`src/rtl/div_scheduler.sv`:
```
// Round-robin arbiter in front of one shared iterative radix-2 restoring divider.
// One quotient bit per cycle, results held on a shared bus until the next done.
module div_scheduler #(
  parameter int WIDTH = 24,
  parameter int NREQ  = 3
) (
  input  logic                    clk,
  input  logic                    rst,
  input  logic [NREQ-1:0]         req,
  input  logic [NREQ*WIDTH-1:0]   num_in,
  input  logic [NREQ*WIDTH-1:0]   den_in,
  output logic [NREQ-1:0]         grant,
  output logic                    busy,
  output logic [NREQ-1:0]         done,
  output logic [WIDTH-1:0]        quot,
  output logic [WIDTH-1:0]        rem,
  output logic                    div_by_zero
);

  localparam int IW = (NREQ > 1) ? $clog2(NREQ) : 1;

  typedef enum logic [1:0] {IDLE, ITER, DONE} state_t;

  state_t           state_q, state_d;
  logic [IW-1:0]    last_q, last_d, win_q, win_d;
  logic [IW-1:0]    pick;
  logic             pick_vld;
  logic [WIDTH-1:0] num_sel, den_sel;
  logic [WIDTH-1:0] num_q, num_d, den_q, den_d;
  logic [WIDTH:0]   prem_q, prem_d;
  logic [4:0]       cnt_q, cnt_d;
  logic [WIDTH-1:0] quot_q, quot_d, rem_q, rem_d;
  logic             dbz_q, dbz_d;
  logic             fits;
  logic [WIDTH:0]   diff;
  logic [WIDTH-1:0] step_rem;

  // Round-robin pick, scanning from one past the last granted requester.
  always_comb begin
    int unsigned idx;
    pick     = '0;
    pick_vld = 1'b0;
    idx      = 0;
    for (int unsigned i = 1; i <= NREQ; i++) begin
      idx = (32'(last_q) + i) % NREQ;
      if (!pick_vld && req[IW'(idx)]) begin
        pick     = IW'(idx);
        pick_vld = 1'b1;
      end
    end
    num_sel = '0;
    den_sel = '0;
    for (int unsigned i = 0; i < NREQ; i++) begin
      if (pick == IW'(i)) begin
        num_sel = num_in[i*WIDTH +: WIDTH];
        den_sel = den_in[i*WIDTH +: WIDTH];
      end
    end
  end

  always_ff @(posedge clk) begin
    if (!rst) state_q <= IDLE;
    else      state_q <= state_d;
  end

  always_comb begin
    state_d = state_q;
    case (state_q)
      IDLE:    if (pick_vld) state_d = ITER;
      ITER:    if (den_q == '0 || cnt_q == 5'(WIDTH-1)) state_d = DONE;
      DONE:    state_d = IDLE;
      default: state_d = IDLE;
    endcase
  end

  always_comb begin
    busy  = (state_q != IDLE);
    grant = '0;
    done  = '0;
    if (state_q != IDLE) grant[win_q] = 1'b1;
    if (state_q == DONE) done[win_q]  = 1'b1;
  end

  // prem_q holds the already-shifted partial remainder ready for the trial
  // subtraction; num_q shifts dividend bits out the top and quotient bits in.
  always_comb begin
    fits     = (prem_q >= {1'b0, den_q});
    diff     = prem_q - {1'b0, den_q};
    step_rem = fits ? diff[WIDTH-1:0] : prem_q[WIDTH-1:0];
    last_d = last_q;
    win_d  = win_q;
    num_d  = num_q;
    den_d  = den_q;
    prem_d = prem_q;
    cnt_d  = cnt_q;
    quot_d = quot_q;
    rem_d  = rem_q;
    dbz_d  = dbz_q;
    case (state_q)
      IDLE: begin
        if (pick_vld) begin
          win_d  = pick;
          num_d  = {num_sel[WIDTH-2:0], 1'b0};
          den_d  = den_sel;
          prem_d = {{WIDTH{1'b0}}, num_sel[WIDTH-1]};
          cnt_d  = '0;
        end
      end
      ITER: begin
        if (den_q == '0) begin
          // Dividend reassembled from its pre-shifted capture form.
          quot_d = '1;
          rem_d  = {prem_q[0], num_q[WIDTH-1:1]};
          dbz_d  = 1'b1;
        end else begin
          num_d  = {num_q[WIDTH-2:0], fits};
          prem_d = {step_rem, num_q[WIDTH-1]};
          cnt_d  = cnt_q + 5'd1;
          if (cnt_q == 5'(WIDTH-1)) begin
            quot_d = {num_q[WIDTH-2:0], fits};
            rem_d  = step_rem;
            dbz_d  = 1'b0;
          end
        end
      end
      DONE:    last_d = win_q;
      default: ;
    endcase
  end

  always_ff @(posedge clk) begin
    if (!rst) begin
      last_q <= IW'(NREQ-1);
      win_q  <= '0;
      num_q  <= '0;
      den_q  <= '0;
      prem_q <= '0;
      cnt_q  <= '0;
      quot_q <= '0;
      rem_q  <= '0;
      dbz_q  <= 1'b0;
    end else begin
      last_q <= last_d;
      win_q  <= win_d;
      num_q  <= num_d;
      den_q  <= den_d;
      prem_q <= prem_d;
      cnt_q  <= cnt_d;
      quot_q <= quot_d;
      rem_q  <= rem_d;
      dbz_q  <= dbz_d;
    end
  end

  assign quot        = quot_q;
  assign rem         = rem_q;
  assign div_by_zero = dbz_q;

endmodule

```
`config.mk`:
```
export PLATFORM = sky130hd
export DESIGN_NAME = div_scheduler
export DESIGN_NICKNAME = d
export VERILOG_FILES = /design/src/rtl/div_scheduler.sv
export SDC_FILE = /design/constraint.sdc
export NUM_CORES = 1
export LEC_CHECK = 0
export ABC_AREA = 1
export BUFFER_PORTS_ARGS = -buffer_cell sky130_fd_sc_hd__buf_2
export CAP_MARGIN = 20
export CORE_MARGIN = 4
export CORE_UTILIZATION = 35
export DETAILED_ROUTE_END_ITERATION = 7
export HOLD_SLACK_MARGIN = 0.06
export PLACE_DENSITY_LB_ADDON = 0.05
export REMOVE_ABC_BUFFERS = 1
export SETUP_SLACK_MARGIN = 0.1
export SLEW_MARGIN = 20
export SYNTH_ARGS = -nofsm -noshare
export SYNTH_HDL_FRONTEND = slang
export SYNTH_SLANG_ARGS = --single-unit
```
`constraint.sdc`:
```
create_clock -name clk -period 2.7 [get_ports clk]
set_input_delay 0.405 -clock clk [delete_from_list [all_inputs] [get_ports clk]]
set_output_delay 0.405 -clock clk [all_outputs]
set_load 0.05 [all_outputs]
```
Yosys cells after proc, flatten, opt, wreduce, memory -nomap -nowiden
Cells that the tools add are included.
{"block": "op_classes", "n_lt_le_gt_ge": 6, "muxes": 41, "div_mod_pow": 3, "bitwise": 0, "n_eq_ne": 8, "reduce_logical": 16, "multipliers": 0, "n_shift": 0, "add_sub_neg": 5}
{"op": "two-way mux 24 bit", "count": 13}
{"op": "remainder unit 32 x 2 -> 32 bit, second input constant", "count": 3}
{"op": "two-way mux 25 bit", "count": 2}
{"op": "one-hot mux 25 bit (2 select lines)", "count": 1}
{"op": "one-hot mux 24 bit (2 select lines)", "count": 1}
{"op": "greater-or-equal comparator 25 x 24 -> 1 bit", "count": 1}
{"op": "logical NOT 24 bit", "count": 1}
{"op": "subtractor 24 bit", "count": 1}
{"op": "< comparator 2 x 3 -> 1 bit, second input constant", "count": 4}
{"op": "two-way mux 2 bit", "count": 5}
{"op": "two-way mux 5 bit", "count": 2}
{"op": "one-hot mux 5 bit (2 select lines)", "count": 1}
{"op": "two-way mux 1 bit", "count": 9}
{"op": "adder 2 x 2 -> 3 bit, second input constant", "count": 2}
{"op": "binary-select mux 1 bit (select 2 bit)", "count": 3}
{"op": "two-way mux 3 bit", "count": 2}
{"op": "!= test 2 bit, second input constant", "count": 3}
{"op": "AND reduction 2 bit", "count": 3}
{"op": "nonzero test 2 bit", "count": 3}
{"op": "adder 5 x 1 -> 5 bit, second input constant", "count": 1}
{"op": "equality test 5 bit, second input constant", "count": 1}
{"op": "equality test 2 x 1 -> 1 bit, second input constant", "count": 2}
{"op": "equality test 2 bit, second input constant", "count": 2}
{"op": "logical NOT 2 bit", "count": 2}
{"op": "8 further kinds", "count": 11}
{"block": "totals", "romBits": 0, "latchBits": 0, "regBits": 133, "wordCells": 89, "memories": 0, "in_bits": 149, "ramBits": 0, "out_inout_bits": 56}

Logic depth before layout (Yosys ltp)
Gate-level depths: netlist of the first run.
{"block": "logic_depth", "word_depth": 17, "mapped_depth": 17, "depth_no_buf": 17}

Worst setup path before layout of the first run
No wires, ideal clock.
{"block": "synth_path", "path_type": "reg2reg", "start": "register last_q[0]", "end": "register num_q[12]", "required_ns": 2.572, "stages_incl_launch_ff": 16, "period_less_slack_ns": 2.030, "t_arrival_ns": 1.902, "path_buffers": 3, "setup_slack_ns": 0.670, "path_cell_list": "dfxtp_1 inv_1 ha_1 buf_6 inv_2 nand2_1 nand3_1 nand2_2 nand3_1 nand2_1 nor2_4 buf_6 buf_2 nand3_1 a21oi_1 nor2_1"}
{"block": "synth_between", "elab_chain_cells": 17, "word_cells_on_any_way": 32}
{"element": "start, declared", "line_no": "25", "source": "logic [IW-1:0] last_q, last_d, win_q, win_d;"}
{"element": "start signal, assigned", "line_no": "133", "source": "last_q <= IW'(NREQ-1);"}
{"element": "start signal, assigned", "line_no": "143", "source": "last_q <= last_d;"}
{"element": "adder 2 x 1 -> 3 bit", "line_no": "45", "source": "idx = (32'(last_q) + i) % NREQ;"}
{"element": "remainder unit 32 x 2 -> 32 bit", "line_no": "45"}
{"element": "binary-select mux 1 bit (select 2 bit)", "line_no": "46", "source": "if (!pick_vld && req[IW'(idx)]) begin"}
{"element": "two-way mux 1 bit (not written as such)", "line_no": "46"}
{"element": "two-way mux 1 bit", "line_no": "46"}
{"element": "logical NOT 1 bit", "line_no": "46"}
{"element": "logical AND 1 bit", "line_no": "46"}
{"element": "two-way mux 1 bit", "line_no": "46"}
{"element": "logical NOT 1 bit", "line_no": "46"}
{"element": "logical AND 1 bit", "line_no": "46"}
{"element": "two-way mux 2 bit", "line_no": "46"}
{"element": "logical NOT 2 bit", "line_no": "54", "source": "if (pick == IW'(i)) begin"}
{"element": "two-way mux 24 bit (3 in series)", "line_no": "54"}
{"element": "two-way mux 24 bit", "line_no": "101", "source": "if (pick_vld) begin"}
{"element": "one-hot mux 24 bit (2 select lines)", "line_no": "99", "source": "case (state_q)"}
{"element": "end signal, assigned", "line_no": "145", "source": "num_q <= num_d;"}
{"element": "end, declared", "line_no": "29", "source": "logic [WIDTH-1:0] num_q, num_d, den_q, den_d;"}
Parallel ways exist; a longest one is shown, timed or not. The select of a mux whose other input is x is not followed.
A chain may end at the register's enable or synchronous reset.

Worst setup path in the final report of the first run
{"block": "layout_path", "start": "register last_q[0]", "end": "register den_q[12]"}
{"block": "layout_between", "elab_chain_cells": 15, "word_cells_on_any_way": 29}
{"element": "adder 2 x 1 -> 3 bit", "line_no": "45"}
{"element": "remainder unit 32 x 2 -> 32 bit", "line_no": "45"}
{"element": "binary-select mux 1 bit (select 2 bit)", "line_no": "46"}
{"element": "two-way mux 1 bit (not written as such)", "line_no": "46"}
{"element": "two-way mux 1 bit", "line_no": "46"}
{"element": "logical NOT 1 bit", "line_no": "46"}
{"element": "logical AND 1 bit", "line_no": "46"}
{"element": "two-way mux 1 bit", "line_no": "46"}
{"element": "logical NOT 1 bit", "line_no": "46"}
{"element": "logical AND 1 bit", "line_no": "46"}
{"element": "two-way mux 2 bit", "line_no": "46"}
{"element": "logical NOT 2 bit", "line_no": "54"}
{"element": "two-way mux 24 bit (3 in series)", "line_no": "54"}
{"element": "end signal, assigned", "line_no": "146", "source": "den_q <= den_d;"}
{"element": "end, declared", "line_no": "29"}
Parallel ways exist; a longest one is shown, timed or not. The select of a mux whose other input is x is not followed.

==> impl_metrics.env, run 1 <==
export IMPL_global_route_wire_length_before_repair_mm=45.4
export IMPL_nFillCells=2721
export IMPL_synth_cells=1402
export IMPL_cts_htree_levels=4
export IMPL_drt_pre_antenna_iters=7
export IMPL_start_kind="register"
export IMPL_layout_area_overhead_vs_synth_pct=23.5
export IMPL_multiInputGateArea_sq_um=4970
export IMPL_grt_remaining_overflow=0
export IMPL_setup_worst_path_end_class="register"
export IMPL_drv_slew=0
export IMPL_timing_worst_setup_path_type="register to register"
export IMPL_power_static_leakage_nw=5.67
export IMPL_detailroute_via_count=9357
export IMPL_grt_max_degree=56
export IMPL_post_route_cells_drive_above_1_share=0.192
export IMPL_drt_wirelength_per_cell_microns=15.3
export IMPL_timing_final_hold_violations=0
export IMPL_clkTransAtPathRegs_ns=0.06
export IMPL_postSynth_topFlopCell="sky130_fd_sc_hd__dfxtp_1"
export IMPL_area_sequential_sq_um=2660
export IMPL_setup_total_negative_slack_ns=0
export IMPL_synth_async_sr_flop_share=0
export IMPL_run_status="finished clean"
export IMPL_ir_drop_v=0.000909
export IMPL_cts_inserted_buffers=17
export IMPL_worst_clock_skew_ns=0.0139
export IMPL_routed_via_density=4.83
export IMPL_clk_path_buf_depth=2
export IMPL_die_w_microns=165
export IMPL_peak_clock_frequency_supported_by_timing_ghz=0.411
export IMPL_first_global_vias=8498
export IMPL_clkSinkCount=133
export IMPL_finish_instance_area_sq_um=10700
export IMPL_worst_slew_pin_slew_ns=0.610
export IMPL_count_of_antenna_diodes_in_the_layout=0
export IMPL_dpl_cell_area_sq_um=10000
export IMPL_num_rows=57
export IMPL_holdCritPathClass="input port to register"
export IMPL_grt_antenna_before_repair=0
export IMPL_layout_net_count=1777
export IMPL_finalSetupViolations=0
export IMPL_synth_edf_count=0
export IMPL_antenna_violating_nets_post_route=0
export IMPL_syn_cell_area_sq_um=8630
export IMPL_drv_cap=0
export IMPL_die_area_sq_um=27200
export IMPL_tritoncts_clock_tree="built"
export IMPL_yosysWarningCount=0
export IMPL_total_power_mw=12.2
export IMPL_floorplan_initialDensity=0.355
export IMPL_placed_cells=1902
export IMPL_clock_latency_ns=0.42
export IMPL_max_slew_margin_rel=0.592
export IMPL_ctsHoldBuffers=0
export IMPL_dp_hpwl_mm=22.7
export IMPL_core_region_area_sq_um=24300
export IMPL_portBuffers=204
export IMPL_avgSynthCellArea_sq_um=6.16
export IMPL_root_buffer="sky130_fd_sc_hd__clkbuf_16"
export IMPL_routed_wirelength_mm=29.6
export IMPL_drt_first_iter_violations=628
export IMPL_crit_path_max_fanout=18
export IMPL_timing_critical_path_required_ns=2.98
export IMPL_gp_congestion=0.883
export IMPL_synth_distinct_cells=41
export IMPL_grt_setup_unrepaired="true"
export IMPL_critPathArrivalTime_ns=2.71
export IMPL_die_height_microns=165
export IMPL_synth_seq_cells=133
export IMPL_final_cells=1936
export IMPL_io_pin_count=205
export IMPL_pwr_density_cell_nw_per_um2=1140
export IMPL_seq_area_frac_synth=0.308
export IMPL_all_layer_gr_usage=0.212
export IMPL_post_route_period_util=0.902
export IMPL_drc_errors=0
export IMPL_period_needed_ns=2.43
[timing repair]
action / in CTS / in global routing
resized for setup: 1 / 7
pin swaps: 0 / 0
buffers inserted: 0 / 1
endpoints found under the setup margin: 2 / 44
gates cloned: 0 / 1
[report_power, final]
group	leakage (nW)	internal (mW)	switching, mW	total [mW]
Sequential	1.08	2.25	0.189	2.44
Combinational	4.30	2.40	4.96	7.35
Clock	0.292	1.46	0.949	2.41
Total	5.67	6.11	6.10	12.2
[per-layer routing]
layer | global-route usage | share of wire | vias to the layer above
met5 | 0 | 0 | -
met4 | 0.0431 | 0.010 | 0
met3 | 0.0349 | 0.053 | 21
met2 | 0.347 | 0.45 | 223
met1 | 0.295 | 0.48 | 4224
li1 | - | - | 4889
[state kept, by name, summed over array words and instances (netlist names)]
register,flops
prem_q,25
den_q,24
num_q,24
quot,24
rem,24
cnt_q,5
last_q,2
state_q,2
win_q,2
div_by_zero,1
[cell usage after synthesis, types with 3 or more instances]
library cell / number / share of area
sky130_fd_sc_hd__o21ai_0: 63 / 0.037
sky130_fd_sc_hd__nor2_2: 6 / 0.0043
sky130_fd_sc_hd__nand3_2: 4 / 0.0046
sky130_fd_sc_hd__o22ai_1: 23 / 0.017
sky130_fd_sc_hd__nand4_1: 35 / 0.025
sky130_fd_sc_hd__nor3_1: 8 / 0.0046
sky130_fd_sc_hd__buf_4: 7 / 0.0061
sky130_fd_sc_hd__inv_2: 6 / 0.0026
sky130_fd_sc_hd__inv_1: 174 / 0.076
sky130_fd_sc_hd__nand3_1: 87 / 0.050
sky130_fd_sc_hd__o21ai_1: 18 / 0.010
sky130_fd_sc_hd__nor2_1: 94 / 0.041
sky130_fd_sc_hd__buf_6: 7 / 0.0091
sky130_fd_sc_hd__a21oi_1: 106 / 0.061
sky130_fd_sc_hd__nand2_1: 491 / 0.21
sky130_fd_sc_hd__buf_1: 3 / 0.0013
sky130_fd_sc_hd__ha_1: 28 / 0.041
sky130_fd_sc_hd__o211ai_1: 18 / 0.016
sky130_fd_sc_hd__nand2_2: 7 / 0.0051
sky130_fd_sc_hd__dfxtp_1: 133 / 0.31
sky130_fd_sc_hd__nor2_4: 3 / 0.0039
sky130_fd_sc_hd__clkbuf_1: 17 / 0.0074
sky130_fd_sc_hd__buf_2: 27 / 0.016
sky130_fd_sc_hd__xnor2_1: 5 / 0.0051
sky130_fd_sc_hd__xor2_1: 9 / 0.0091
sky130_fd_sc_hd__nand2_4: 3 / 0.0039
[cells by family after synthesis]
| family | share of synthesized area |
|---|---|
| buffers and inverters | 0.119 |
| flip-flops | 0.308 |
| adder cells (fa/ha/maj) | 0.0429 |
| XOR/XNOR | 0.0142 |
| AO/OA/AOI/OAI | 0.148 |
| AND/OR/NAND/NOR | 0.368 |
[final timing paths]
kind / start / end / slack, ns / depth (start not counted)
setup / recovery: last_q[0] / den_q[12] / 0.27 / 14
hold / removal: den_in[51] / den_q[3] / 0.24 / 3
setup reg to reg: last_q[0] / den_q[12] / 0.27 / 14
hold reg to reg: rem[19] / rem[19] / 0.44 / 2
[layout by cell type, fill, tap and decap left out, drive strengths merged, types with 2 or more instances in the layout]
cell type,n
o22ai,23
o211ai,18
a211oi,2
xnor2,5
nor2,103
a31oi,2
dfxtp,133
a21oi,107
clkinv,6
o21ai,81
inv,184
xor2,9
nor3,9
bufinv,3
ha,28
nand2,501
or2,2
clkbuf,18
nand4,36
clkinvlp,2
buf,239
nand3b,2
nand3,93
and3,2
[stage by stage]
step / hold WS [ns] / util / setup slack (ns)
after global routing: 0.239 / 0.438 / 0.0742
after global placement: 0.433 / 0.411 / 0.135
after CTS: 0.227 / 0.436 / 0.212
after floorplan: 0.442 / - / -0.315
final: 0.240 / 0.438 / 0.265
after detailed placement: 0.434 / 0.411 / 0.0752
[worst max-delay path, cell delays in order (launching register included)]
cell,delay (ns)
sky130_fd_sc_hd__dfxtp_1,0.35
sky130_fd_sc_hd__inv_1,0.07
sky130_fd_sc_hd__ha_2,0.42
sky130_fd_sc_hd__inv_2,0.07
sky130_fd_sc_hd__nand2_1,0.07
sky130_fd_sc_hd__nand3_1,0.07
sky130_fd_sc_hd__nand2_2,0.10
sky130_fd_sc_hd__nand3_1,0.11
sky130_fd_sc_hd__nor2_1,0.20
sky130_fd_sc_hd__nor2_4,0.07
sky130_fd_sc_hd__buf_4,0.21
sky130_fd_sc_hd__nand2_1,0.10
sky130_fd_sc_hd__nand3_1,0.07
sky130_fd_sc_hd__o211ai_1,0.19
sky130_fd_sc_hd__o21ai_0,0.17
[cell type report]
cell class / instances / share of cell area
Multi-Input combinational cell: 1027 / 0.466
Sequential cell: 133 / 0.250
Timing Repair Buffer: 239 / 0.125
Inverter: 181 / 0.0642
Clock buffer: 18 / 0.0402
Tap cell: 324 / 0.0380
Clock inverter: 14 / 0.0165
Note: power is estimated with default switching activity, not from simulation.
==> run 2: changes to the inputs <==
--- a/config.mk
+++ b/config.mk
@@ -9,12 +9,12 @@
 export BUFFER_PORTS_ARGS = -buffer_cell sky130_fd_sc_hd__buf_2
 export CAP_MARGIN = 20
 export CORE_MARGIN = 4
-export CORE_UTILIZATION = 35
+export CORE_UTILIZATION = 45
 export DETAILED_ROUTE_END_ITERATION = 7
 export HOLD_SLACK_MARGIN = 0.06
 export PLACE_DENSITY_LB_ADDON = 0.05
 export REMOVE_ABC_BUFFERS = 1
-export SETUP_SLACK_MARGIN = 0.1
+export SETUP_SLACK_MARGIN = 0.5
 export SLEW_MARGIN = 20
 export SYNTH_ARGS = -nofsm -noshare
 export SYNTH_HDL_FRONTEND = slang
==> constraint.sdc (replaced) <==
create_clock -name clk -period 2.7 [get_ports clk]
set_input_delay 0.405 -clock clk [delete_from_list [all_inputs] [get_ports clk]]
set_output_delay 0.405 -clock clk [all_outputs]
set_load 0.1 [all_outputs]
==> impl_metrics.env, run 2 (synthesis gave the netlist of run 1 again) <==
export IMPL_setup_total_negative_slack_ns=0
export IMPL_finalSetupViolations=0
export IMPL_first_global_vias=9008
export IMPL_post_route_cells_drive_above_1_share=0.295
export IMPL_power_static_leakage_nw=6.02
export IMPL_tritoncts_clock_tree="built"
export IMPL_cts_inserted_buffers=17
export IMPL_portBuffers=204
export IMPL_max_slew_margin_rel=0.656
export IMPL_setup_worst_path_end_class="register"
export IMPL_clock_latency_ns=0.43
export IMPL_critPathArrivalTime_ns=2.48
export IMPL_timing_worst_setup_path_type="register to register"
export IMPL_count_of_antenna_diodes_in_the_layout=0
export IMPL_die_area_sq_um=21500
export IMPL_drt_pre_antenna_iters=6
export IMPL_mostFrequentLayoutCells="sky130_fd_sc_hd__nand2_1 (456), sky130_fd_sc_hd__buf_2 (204), sky130_fd_sc_hd__inv_1 (149)"
export IMPL_timing_final_hold_violations=0
export IMPL_holdCritPathClass="input port to register"
export IMPL_grt_remaining_overflow=0
export IMPL_start_kind="register"
export IMPL_all_layer_gr_usage=0.267
export IMPL_layout_commonest_cell="sky130_fd_sc_hd__nand2_1"
export IMPL_grt_max_degree=44
export IMPL_routed_wirelength_mm=30.7
export IMPL_drt_first_iter_violations=599
export IMPL_clkSinkCount=133
export IMPL_grt_antenna_before_repair=0
export IMPL_grt_setup_unrepaired="true"
export IMPL_die_height_microns=147
export IMPL_global_route_wire_length_before_repair_mm=46.9
export IMPL_drv_slew=0
export IMPL_peak_clock_frequency_supported_by_timing_ghz=0.458
export IMPL_gp_congestion=0.959
export IMPL_timing_critical_path_required_ns=3.00
export IMPL_pwr_density_cell_nw_per_um2=1170
export IMPL_top_register="prem_q"
export IMPL_run_status="finished clean"
export IMPL_num_rows=50
export IMPL_dp_hpwl_mm=21.4
export IMPL_layout_area_overhead_vs_synth_pct=36.7
export IMPL_placed_cells=1802
export IMPL_post_route_period_util=0.808
export IMPL_post_route_worst_setup_slack_ns=0.517
export IMPL_core_region_area_sq_um=18800
export IMPL_largest_register_ffs=25
export IMPL_dp_worst_setup_slack_ns=0.113
export IMPL_io_pin_count=205
export IMPL_drv_cap=0
export IMPL_antenna_violating_nets_post_route=0
export IMPL_clk_path_buf_depth=2
export IMPL_crit_path_max_fanout=15
export IMPL_layout_net_count=1806
export IMPL_routed_via_density=5.22
export IMPL_final_cells=1874
export IMPL_dpl_cell_area_sq_um=9820
export IMPL_finish_instance_area_sq_um=11800
export IMPL_drc_errors=0
export IMPL_worst_slew_pin_slew_ns=0.519
export IMPL_die_w_microns=147
export IMPL_detailroute_via_count=9787
export IMPL_ctsHoldBuffers=0
export IMPL_total_power_mw=13.8
export IMPL_root_buffer="sky130_fd_sc_hd__clkbuf_16"
export IMPL_clkTransAtPathRegs_ns=0.06
export IMPL_ir_drop_v=0.000762
export IMPL_cts_htree_levels=4
export IMPL_period_needed_ns=2.18
export IMPL_floorplan_initialDensity=0.460
export IMPL_worst_clock_skew_ns=0.00879
export IMPL_drt_wirelength_per_cell_microns=16.4
==> run 2: power by group <==
part	internal (mW)	switching, mW	leakage, nW
Clock	1.48	0.947	0.291
Sequential	2.27	0.286	1.09
Combinational	3.29	5.52	4.64
==> run 2: through the flow <==
step	hold WS, ns	utilization
after floorplan	0.442	-
after global placement	0.433	0.523
after detailed placement	0.435	0.523
after CTS	0.225	0.586
after global routing	0.248	0.629
final	0.228	0.629
==> run 2: critical path: stages (launching register included) <==
cell,delay (ns)
sky130_fd_sc_hd__dfxtp_4,0.38
sky130_fd_sc_hd__inv_4,0.04
sky130_fd_sc_hd__ha_4,0.31
sky130_fd_sc_hd__inv_4,0.05
sky130_fd_sc_hd__buf_4,0.12
sky130_fd_sc_hd__nand3_1,0.08
sky130_fd_sc_hd__nand2_1,0.07
sky130_fd_sc_hd__nand3_1,0.08
sky130_fd_sc_hd__nand2_1,0.12
sky130_fd_sc_hd__inv_2,0.09
sky130_fd_sc_hd__nand2_4,0.10
sky130_fd_sc_hd__buf_6,0.18
sky130_fd_sc_hd__nand2_1,0.08
sky130_fd_sc_hd__nand3_1,0.13
sky130_fd_sc_hd__a21oi_2,0.17
sky130_fd_sc_hd__nor2_1,0.05
==> run 2: final cells by class <==
type                       instances  area, sq um
multi-input combinational       1029         5690
clock buffer                      18          439
tap                              234          293
sequential                       133         2690
timing repair buffer             266         1820
fill                            1739         6970
clock inverter                    13          173
inverter                         181          698
==> run 2: timing repair <==
item | 4_1_cts | 5_1_grt
gates cloned | 6 | 4
resized for setup | 52 | 162
pin swaps | 14 | 43
buffers inserted | 15 | 16
setup endpoints to repair | 105 | 120
==> run 2: final timing paths <==
path | start | end | slack [ns] | cells after the start
min | den_in[51] | den_q[3] | 0.23 | 3
max | last_q[0] | num_q[12] | 0.52 | 15
max reg2reg | last_q[0] | num_q[12] | 0.52 | 15
min reg2reg | quot[20] | quot[20] | 0.45 | 2
==> run 2: metal layers <==
layer,global-route usage,wire length (microns),part of all wire,up-vias
li1,-,-,-,4963
met1,0.353,13400,0.44,4473
met5,0,0,0,-
met2,0.457,14900,0.49,318
met4,0.0607,606,0.020,0
met3,0.0469,1710,0.056,33
==> run 3: changes to the inputs <==
==> constraint.sdc (replaced) <==
create_clock -name clk -period 1.84 [get_ports clk]
set_input_delay 0.276 -clock clk [delete_from_list [all_inputs] [get_ports clk]]
set_output_delay 0.276 -clock clk [all_outputs]
set_load 0.1 [all_outputs]
==> impl_metrics.env, run 3 (synthesis gave the netlist of run 1 again) <==
export IMPL_layout_net_count=1971
export IMPL_num_rows=50
export IMPL_drt_first_iter_violations=687
export IMPL_top_register="prem_q"
export IMPL_switchingPower_mw=13.3
export IMPL_drt_wirelength_per_cell_microns=17.7
export IMPL_worstSetupEndpoint="prem_q[8]"
export IMPL_violations="negative setup slack"
export IMPL_portBuffers=204
export IMPL_drv_cap=0
export IMPL_internal_power_contribution_mw=14.6
export IMPL_antenna_violating_nets_post_route=0
export IMPL_critical_path_s_most_frequent_cell="sky130_fd_sc_hd__nand2_2"
export IMPL_worst_r2r_endpoint="prem_q[8]"
export IMPL_timing_final_hold_violations=0
export IMPL_layout_area_overhead_vs_synth_pct=68.0
export IMPL_die_area_sq_um=21500
export IMPL_max_slew_margin_rel=0.658
export IMPL_setup_total_negative_slack_ns=-29.13
export IMPL_period_needed_ns=2.21
export IMPL_start_kind="register"
export IMPL_drv_slew=0
export IMPL_grt_antenna_before_repair=0
export IMPL_pwr_share_seq=0.137
export IMPL_worst_slew_pin_slew_ns=0.516
export IMPL_drc_errors=0
export IMPL_global_route_wire_length_before_repair_mm=51.4
export IMPL_worst_clock_skew_ns=0.0138
export IMPL_run_status="complete, but fails checks"
export IMPL_final_cells=2040
export IMPL_setup_worst_path_end_class="register"
export IMPL_slowest_delay_ns=0.42
export IMPL_clkSinkCount=133
export IMPL_critical_path_buf_inv_count=3
export IMPL_crit_cells=14
export IMPL_placed_cells=1944
export IMPL_clock_power_share=0.130
export IMPL_die_w_microns=147
export IMPL_timing_critical_path_from="prem_q[14]"
export IMPL_post_route_period_util=1.20
export IMPL_drt_pre_antenna_iters=5
export IMPL_io_pin_count=205
export IMPL_all_layer_gr_usage=0.293
export IMPL_cell_family_with_most_cp_delay="simple AND/OR/NAND/NOR gates"
export IMPL_power_static_leakage_nw=7.21
export IMPL_floorplan_initialDensity=0.460
export IMPL_ctsHoldBuffers=0
export IMPL_timing_critical_path_required_ns=2.19
export IMPL_ff2ff_setup_slack_ns=-0.37
export IMPL_clock_latency_ns=0.43
export IMPL_peak_clock_frequency_supported_by_timing_ghz=0.453
export IMPL_mostFrequentLayoutCells="sky130_fd_sc_hd__nand2_1 (343), sky130_fd_sc_hd__buf_2 (195), sky130_fd_sc_hd__buf_4 (164)"
export IMPL_pwr_density_cell_nw_per_um2=1920
export IMPL_total_power_mw=27.9
export IMPL_core_region_area_sq_um=18800
export IMPL_holdCritPathClass="input port to register"
export IMPL_gp_congestion=0.915
export IMPL_crit_path_top_delay_cell="sky130_fd_sc_hd__dfxtp_2"
export IMPL_grt_setup_unrepaired="true"
export IMPL_root_buffer="sky130_fd_sc_hd__clkbuf_16"
export IMPL_tritoncts_clock_tree="built"
export IMPL_clk_path_buf_depth=2
export IMPL_p_comb_frac=0.734
export IMPL_detailroute_via_count=10954
export IMPL_timing_worst_setup_path_type="register to register"
export IMPL_crit_path_max_fanout=6
export IMPL_r2r_worst_path_cells=14
export IMPL_ir_drop_v=0.00182
export IMPL_switching_portion_of_total_power=0.477
export IMPL_layout_commonest_cell="sky130_fd_sc_hd__nand2_1"
export IMPL_critPathArrivalTime_ns=2.56
export IMPL_dpl_cell_area_sq_um=11000
export IMPL_finish_instance_area_sq_um=14500
export IMPL_grt_max_degree=28
export IMPL_cts_htree_levels=4
export IMPL_post_route_cells_drive_above_1_share=0.496
export IMPL_finalSetupViolations=115
export IMPL_dp_hpwl_mm=22.9
export IMPL_die_height_microns=147
export IMPL_critical_path_cell_list="ha_4, nand2_1, nand2_2, nand2_2, nand2_2, inv_2, nand2_2, a21oi_4, nand3_4, buf_12, buf_16, nand2_4, nand3_2, a21oi_2"
export IMPL_grt_remaining_overflow=0
export IMPL_timing_rr_start="prem_q[14]"
export IMPL_post_route_worst_setup_slack_ns=-0.368
export IMPL_first_global_vias=10108
export IMPL_dp_worst_setup_slack_ns=-0.427
export IMPL_count_of_antenna_diodes_in_the_layout=0
export IMPL_clkTransAtPathRegs_ns=0.06
export IMPL_cts_inserted_buffers=17
export IMPL_largest_register_ffs=25
export IMPL_routed_wirelength_mm=36.2
export IMPL_routed_via_density=5.37
## run 3: changes by cell type in the layout (fill, tap and decap cells not counted), moves of 23 or more
cell                      previous run  this run
sky130_fd_sc_hd__a21oi_1            96        66
sky130_fd_sc_hd__a21oi_2            10        39
sky130_fd_sc_hd__buf_4              33       164
sky130_fd_sc_hd__buf_6               7        30
sky130_fd_sc_hd__inv_1             149       124
sky130_fd_sc_hd__nand2_1           456       343
sky130_fd_sc_hd__nand2_2            34       100
sky130_fd_sc_hd__nand2_4             8        54
sky130_fd_sc_hd__o21ai_0            56        28
## run 3: worst reg2reg max path: stages (launching register included)
cell and delay, ns:
sky130_fd_sc_hd__dfxtp_2 0.42, sky130_fd_sc_hd__ha_4 0.24, sky130_fd_sc_hd__nand2_1 0.09, sky130_fd_sc_hd__nand2_2 0.08, sky130_fd_sc_hd__nand2_2 0.07, sky130_fd_sc_hd__nand2_2 0.06
sky130_fd_sc_hd__inv_2 0.05, sky130_fd_sc_hd__nand2_2 0.07, sky130_fd_sc_hd__a21oi_4 0.21, sky130_fd_sc_hd__nand3_4 0.20, sky130_fd_sc_hd__buf_12 0.18, sky130_fd_sc_hd__buf_16 0.15
sky130_fd_sc_hd__nand2_4 0.08, sky130_fd_sc_hd__nand3_2 0.09, sky130_fd_sc_hd__a21oi_2 0.16
## run 3: metal layers
layer	share of wire	GRT usage	vias up	wire, microns
met5	0	0	-	0
met4	0.034	0.0974	0	1240
met3	0.067	0.0543	71	2410
met2	0.50	0.507	449	18100
met1	0.40	0.369	5145	14400
li1	-	-	5289	-
## run 3: what timing repair did
action	in CTS	in global routing
setup endpoints to repair	187	187
hold endpoints to repair	0	0
pin swaps	53	122
gates resized for setup	303	314
gates cloned	7	10
buffers inserted	31	16
## run 3: final cells by class
type	count	area (sq um)
Multi-Input combinational cell	1026	6630
Clock inverter	12	179
Timing Repair inverter	1	7.51
Sequential cell	133	2720
Fill cell	1347	4270
Tap cell	234	293
Timing Repair Buffer	433	3490
Inverter	181	742
Clock buffer	20	437
## run 3: power by group through the flow
stage                     Combinational, mW  Clock [mW]  Sequential [mW]
after detailed placement               12.1           0             3.66
after global placement                 12.0           0             3.66
final                                  20.5        3.61             3.82
after CTS                              16.1        3.61             3.74
after floorplan                        7.21           0             3.69
after global routing                   21.8        3.75             3.84
## run 3: how the worst min path moves through the flow
stage / start / end / slack [ns] / cells past startpoint
after detailed placement: rem[22] / rem[22] / 0.44 / 2
after global placement: quot[16] / quot[16] / 0.43 / 2
after floorplan: rst / last_q[1] / 0.37 / 1
final: den_in[48] / den_q[0] / 0.11 / 3
after CTS: den_in[58] / den_q[10] / 0.11 / 3
after global routing: den_in[48] / den_q[0] / 0.12 / 3
## run 3: per-stage QoR
step,hold WS (ns),utilization
finish,0.106,0.773
detailed placement,0.438,0.587
global route,0.117,0.773
floorplan,0.375,-
CTS,0.106,0.698
global placement,0.433,0.587
